**src/rtl/hazard_stall_controller.sv**
```systemverilog
// Hazard/stall sequencer for the five-stage core: per-cycle load/hold/bubble
// decisions, a memory wait-state FSM with timeout trap, and saturating event counters.
module hazard_stall_controller #(
  parameter int MAX_WAIT = 15,
  parameter int CNT_W    = 16
) (
  input  logic             clk,
  input  logic             reset,
  input  logic             ID_EX_MemRead_Input,
  input  logic [4:0]       ID_EX_RegisterRt_Input,
  input  logic [4:0]       IF_ID_RegisterRs_Input,
  input  logic [4:0]       IF_ID_RegisterRt_Input,
  input  logic             IF_ID_UsesRt_Input,
  input  logic             EX_Branch_Taken_Input,
  input  logic             EX_MEM_MemAccess_Input,
  input  logic             Mem_Ready_Input,
  output logic             PC_Write_Output,
  output logic             IF_ID_Write_Output,
  output logic             IF_ID_Flush_Output,
  output logic             ID_EX_Bubble_Output,
  output logic             EX_MEM_Write_Output,
  output logic             MEM_WB_Bubble_Output,
  output logic             Mem_Timeout_Output,
  output logic [CNT_W-1:0] Stall_Count_Output,
  output logic [CNT_W-1:0] Flush_Count_Output
);

  typedef enum logic [1:0] {S_RUN, S_WAIT, S_TRAP} state_t;

  state_t            state_q, state_d;
  logic [7:0]        wait_cnt_q, wait_cnt_d;
  logic [CNT_W-1:0]  stall_cnt_q, stall_cnt_d;
  logic [CNT_W-1:0]  flush_cnt_q, flush_cnt_d;

  logic mem_stall, lu_hazard, rt_match_rs, rt_match_rt;
  logic stall_ev, flush_ev;

  assign mem_stall   = EX_MEM_MemAccess_Input & ~Mem_Ready_Input;
  assign rt_match_rs = (ID_EX_RegisterRt_Input == IF_ID_RegisterRs_Input);
  assign rt_match_rt = IF_ID_UsesRt_Input & (ID_EX_RegisterRt_Input == IF_ID_RegisterRt_Input);
  assign lu_hazard   = ID_EX_MemRead_Input & (ID_EX_RegisterRt_Input != 5'd0) &
                       (rt_match_rs | rt_match_rt);

  // Pipeline control, Mealy. While reset is held the pipe sees the
  // free-running pattern regardless of what the inputs are doing.
  always_comb begin
    PC_Write_Output      = 1'b1;
    IF_ID_Write_Output   = 1'b1;
    IF_ID_Flush_Output   = 1'b0;
    ID_EX_Bubble_Output  = 1'b0;
    EX_MEM_Write_Output  = 1'b1;
    MEM_WB_Bubble_Output = 1'b0;
    stall_ev             = 1'b0;
    flush_ev             = 1'b0;
    if (reset) begin
      stall_ev = 1'b0;
    end else if (state_q == S_TRAP) begin
      PC_Write_Output      = 1'b0;
      IF_ID_Write_Output   = 1'b0;
      EX_MEM_Write_Output  = 1'b0;
      MEM_WB_Bubble_Output = 1'b1;
    end else if (mem_stall) begin
      // ID/EX has no enable; freezing everything upstream holds it.
      PC_Write_Output      = 1'b0;
      IF_ID_Write_Output   = 1'b0;
      EX_MEM_Write_Output  = 1'b0;
      MEM_WB_Bubble_Output = 1'b1;
      stall_ev             = 1'b1;
    end else if (EX_Branch_Taken_Input) begin
      IF_ID_Flush_Output  = 1'b1;
      ID_EX_Bubble_Output = 1'b1;
      flush_ev            = 1'b1;
    end else if (lu_hazard) begin
      PC_Write_Output     = 1'b0;
      IF_ID_Write_Output  = 1'b0;
      ID_EX_Bubble_Output = 1'b1;
      stall_ev            = 1'b1;
    end
  end

  // Wait-state FSM: counts consecutive stalled MEM cycles.
  always_comb begin
    state_d    = state_q;
    wait_cnt_d = wait_cnt_q;
    case (state_q)
      S_RUN: begin
        if (mem_stall) begin
          state_d    = S_WAIT;
          wait_cnt_d = 8'd1;
        end
      end
      S_WAIT: begin
        if (!mem_stall) begin
          state_d    = S_RUN;
          wait_cnt_d = 8'd0;
        end else if (wait_cnt_q == 8'(MAX_WAIT)) begin
          state_d = S_TRAP;
        end else begin
          wait_cnt_d = wait_cnt_q + 8'd1;
        end
      end
      S_TRAP: begin
        state_d = S_TRAP;
      end
      default: begin
        state_d    = S_RUN;
        wait_cnt_d = 8'd0;
      end
    endcase
  end

  always_comb begin
    stall_cnt_d = stall_cnt_q;
    flush_cnt_d = flush_cnt_q;
    if (stall_ev && (stall_cnt_q != {CNT_W{1'b1}}))
      stall_cnt_d = stall_cnt_q + CNT_W'(1);
    if (flush_ev && (flush_cnt_q != {CNT_W{1'b1}}))
      flush_cnt_d = flush_cnt_q + CNT_W'(1);
  end

  always_ff @(posedge clk or posedge reset) begin
    if (reset) begin
      state_q     <= S_RUN;
      wait_cnt_q  <= 8'd0;
      stall_cnt_q <= '0;
      flush_cnt_q <= '0;
    end else begin
      state_q     <= state_d;
      wait_cnt_q  <= wait_cnt_d;
      stall_cnt_q <= stall_cnt_d;
      flush_cnt_q <= flush_cnt_d;
    end
  end

  assign Mem_Timeout_Output = (state_q == S_TRAP);
  assign Stall_Count_Output = stall_cnt_q;
  assign Flush_Count_Output = flush_cnt_q;

endmodule

```
**config.mk**
```make
export PLATFORM = sky130hd
export DESIGN_NAME = hazard_stall_controller
export DESIGN_NICKNAME = d
export VERILOG_FILES = /design/src/rtl/hazard_stall_controller.sv
export SDC_FILE = /design/constraint.sdc
export NUM_CORES = 1
export LEC_CHECK = 0
export ABC_AREA = 1
export BUFFER_PORTS_ARGS = -buffer_cell sky130_fd_sc_hd__buf_2
export CELL_PAD_IN_SITES_DETAIL_PLACEMENT = 0
export CELL_PAD_IN_SITES_GLOBAL_PLACEMENT = 1
export CORE_UTILIZATION = 35
export DETAILED_ROUTE_END_ITERATION = 10
export HOLD_SLACK_MARGIN = 0.15
export PLACE_DENSITY_LB_ADDON = 0.25
export SLEW_MARGIN = 30
export SYNTH_ARGS = -nofsm -noshare
export SYNTH_HDL_FRONTEND = slang
export SYNTH_SLANG_ARGS = --single-unit
```
**constraint.sdc**
```tcl
create_clock -name clk -period 1.4 [get_ports clk]
set_input_delay 0.07 -clock clk [delete_from_list [all_inputs] [get_ports clk]]
set_output_delay 0.07 -clock clk [all_outputs]
set_load 0.005 [all_outputs]
```
==> results by group <==
Run status
  – Status: finished with violations
  – Violated checks: setup timing

Worst setup path
  – Worst-path fanout max: 5
  – CP Capture Point: Flush_Count_Output[6]
  – Reg2reg path depth: 10
  – Worst path required time: between 1500 and 2000 ps
  – R2R Setup Slk: -130 ps
  – R2r startpoint: state_q[1]
  – Setup crit end kind: flip-flop
  – Worst setup SP type: flip-flop
  – Crit path arrival time: 1720 ps
  – Critical setup path kind: flip-flop to flip-flop
  – Worst Setup SP: state_q[1]
  – Reg2reg end: Flush_Count_Output[6]

CTS
  – TritonCTS clock tree: built
  – H-tree depth: 2
  – Worst-Skew Late Latency: about 300 ps
  – Clk root buf: clkbuf_8
  – Clk buf depth: 2
  – Worst-path clk slew: around 90 ps
  – CTS buffer count: 5
  – Clk sink count: 42

Synth
  – Syn avg cell area: around 7.4 um^2
  – Synthesis-stage register bit count: 42
  – Mux cell area share after synthesis: 0%
  – Ys Warns: 0
  – Synth Cell Area: approximately 2600 um^2
  – Leading post-synthesis cells by cell area: dfrtp_1, nand2_1, inv_1
  – Share of the synthesized area in the top cell type: between 40% and 50%
  – Synth Area in Simple Gates: roughly 36%
  – Synthesized-area fraction occupied by adder cells: around 1.4%
  – Syn Nets: roughly 380
  – XOR/XNOR Fraction of Synth Area: 7.71%
  – Cell variety after synth: 30
  – Post-synthesis compound-gate area fraction: ~4.5%
  – Seq/Total Area, Yosys: between 40% and 50%
  – Largest family of logic cells by synthesized area: simple AND/OR/NAND/NOR gates
  – Area leader, netlist: dfrtp_1
  – Cell count after synthesis: around 350

Drt
  – Drt drc: 0
  – DR iter-0 viols: 138
  – Post-route ant nets: 0
  – DR vias/cell: roughly 4.6
  – DR pass1 iterations: 4
  – Avg WL per Cell: ~11 um
  – Drt total wl: approximately 6.6 mm
  – Routed via count: 2,703

Place
  – Gpl congestion: 0.804
  – Cells after DPL: 563
  – Port Buffers: 60
  – Setup slack at placement: -129 ps
  – Post-DP HPWL: roughly 4.8 mm

Timing
  – RSZ-0062 raised after global routing: true
  – Slew at the pin with the worst max-slew slack: about 490 ps
  – Fin Setup TNS: -2300 ps
  – Hold Fails Final Rpt: 0
  – Final Max Slew Viols: 0
  – Max-Slew Margin vs Limit: between 60% and 70%
  – Highest clock rate: 0.654 GHz
  – Fin crit share: 109%
  – WHS: ~220 ps
  – Final setup vio count: 37
  – Clk_skew: between 8 and 9 ps
  – Setup ws final: -128 ps
  – Fin crit period: about 1500 ps

Layout
  – N_diodes: 0
  – Final Non-Filler Cells: 582
  – Multi-input gate area: about 1600 um^2
  – P&R area growth vs syn: 52.7%
  – Post-layout util: 55.3%
  – Fill cells: roughly 680
  – Reg area: between 1000 and 1500 um^2
  – # nets final: 507
  – Layout cells sized above 1: between 40% and 50%

Power and ir drop
  – Power Dens Cells: around 1000 nW/um^2
  – Static leakage: 2.10 nW
  – NetSw: approximately 1.5 mW
  – Clock Power Share: around 20%
  – Gate power share: between 40% and 50%
  – P_int: about 2.6 mW
  – Sequential Power Share: a little under two fifths
  – Maximum VDD drop: between 0.6 and 0.7 mV
  – Sw Ratio: between 30% and 40%

Global routing
  – All-Layer GR Usage: between 10% and 20%
  – Vias in the first global route: about 2.4k
  – Gr ovfl total: 0
  – Largest net degree at the start of global routing: 33
  – Antenna violations before repair: 0
  – First-pass GRT wire length: 10.8 mm

Floorplanning
  – I/O pin count: between 60 and 70
  – Initial Util: 36.2%
  – Core area: a little over 7000 um^2
  – Die area: 7810 um^2
  – Row count: 31
  – Chip width: 88.4 um
  – Die Span Y: around 88 um

Hold path
  – HP Class: input port to flip-flop

Flow run
  – Max Cap Violations: 0
cell usage after synthesis (all sizes together):
library cell and number:
a21oi 7, buf 5, clkbuf 1, dfrtp 42
ha 3, inv 57, nand2 101, nand3 26
nand3b 1, nand4 27, nor2 36, nor3 6
nor4 1, o21ai 14, o32ai 1, xnor2 9
xor2 14
how the worst min path moves through the flow:
stage | start | slack (ps) | endpoint | cells after the start
floorplan | reset | 60 | Flush_Count_Output[0] | 1
global placement | reset | 100 | Stall_Count_Output[13] | 2
detailed placement | reset | 100 | Stall_Count_Output[13] | 2
CTS | Mem_Ready_Input | 170 | wait_cnt_q[2] | 4
global route | Mem_Ready_Input | 230 | wait_cnt_q[2] | 4
finish | Mem_Ready_Input | 220 | wait_cnt_q[2] | 4
critical path, cell delays in order, from the launching register on:
cell     delay, ps
dfrtp_1        400
inv_2           90
nor2_4          60
nor2_8         110
nand2_4         70
nor2_4         150
nand2_4        120
nor2_4         140
nand3_4        110
o21ai_2        110
nand2_1         60
area by class of cell:
class / instances / share of cell area (%)
Clock inverter: 2 / 0.314
Sequential cell: 42 / 26.4
Clock buffer: 6 / 2.07
Tap cell: 99 / 3.10
Inverter: 57 / 5.71
Timing Repair Buffer: 130 / 22.6
Multi-Input combinational cell: 246 / 39.7
sequential cells by signal (all words and copies together) (netlist names):
register,cells
Flush_Count_Output,16
Stall_Count_Output,16
wait_cnt_q,8
state_q,2
power by group through the flow:
stage | clock (mW) | combinational, mW | sequential (mW)
global route | 0.914 | 1.97 | 1.57
global placement | 0 | 1.39 | 1.52
floorplan | 0 | 0.622 | 1.59
detailed placement | 0 | 1.40 | 1.53
finish | 0.839 | 1.78 | 1.54
CTS | 0.864 | 1.56 | 1.52
cells by family after synthesis:
family,Yosys count
adders and majority gates,3
buffers and inverters,63
AOI/OAI and AO/OA,22
xor gates and xnor gates,23
and+or+nand+nor,198
DFF,42
through the flow:
step	power (mW)	instance area, um^2
after detailed placement	2.93	3480
after floorplan	2.21	2650
final	4.16	3990
after global placement	2.91	3480
after global routing	4.45	3990
after CTS	3.95	3750
layer usage:
metal  vias up  track usage [%]  share of wire [%]
li1       1385                -                  -
met5         -                0                  0
met4         0             3.52               0.80
met3         5             3.17                3.4
met1      1268             24.8                 48
met2        45             28.3                 48
cells in the final DEF, fill, tap and decap left out, types with 3 or more instances in the layout:
cell type / n
nor2_1: 20
xnor2_1: 7
a21oi_2: 3
nand2_1: 83
nand4_1: 27
xor2_1: 13
nand3_2: 7
clkbuf_8: 6
a21oi_1: 3
dfrtp_1: 39
nand2_2: 12
nor2_4: 7
nand2_4: 6
buf_2: 59
inv_1: 47
buf_6: 12
nor3_1: 3
buf_4: 55
inv_2: 6
dfrtp_2: 3
nor2_2: 8
nand3_4: 3
o21ai_2: 3
nand3_1: 16
o21ai_1: 8
timing repair:
item / in CTS / in global routing
resized for setup: 35 / 55
gates cloned: 0 / 0
hold endpoints to repair: 10 / 0
buffers inserted: 4 / 6
pin swaps: 12 / 14
setup endpoints to repair: 39 / 47
hold buffers: 2 / 0
Note: power is estimated with default switching activity, not from simulation.
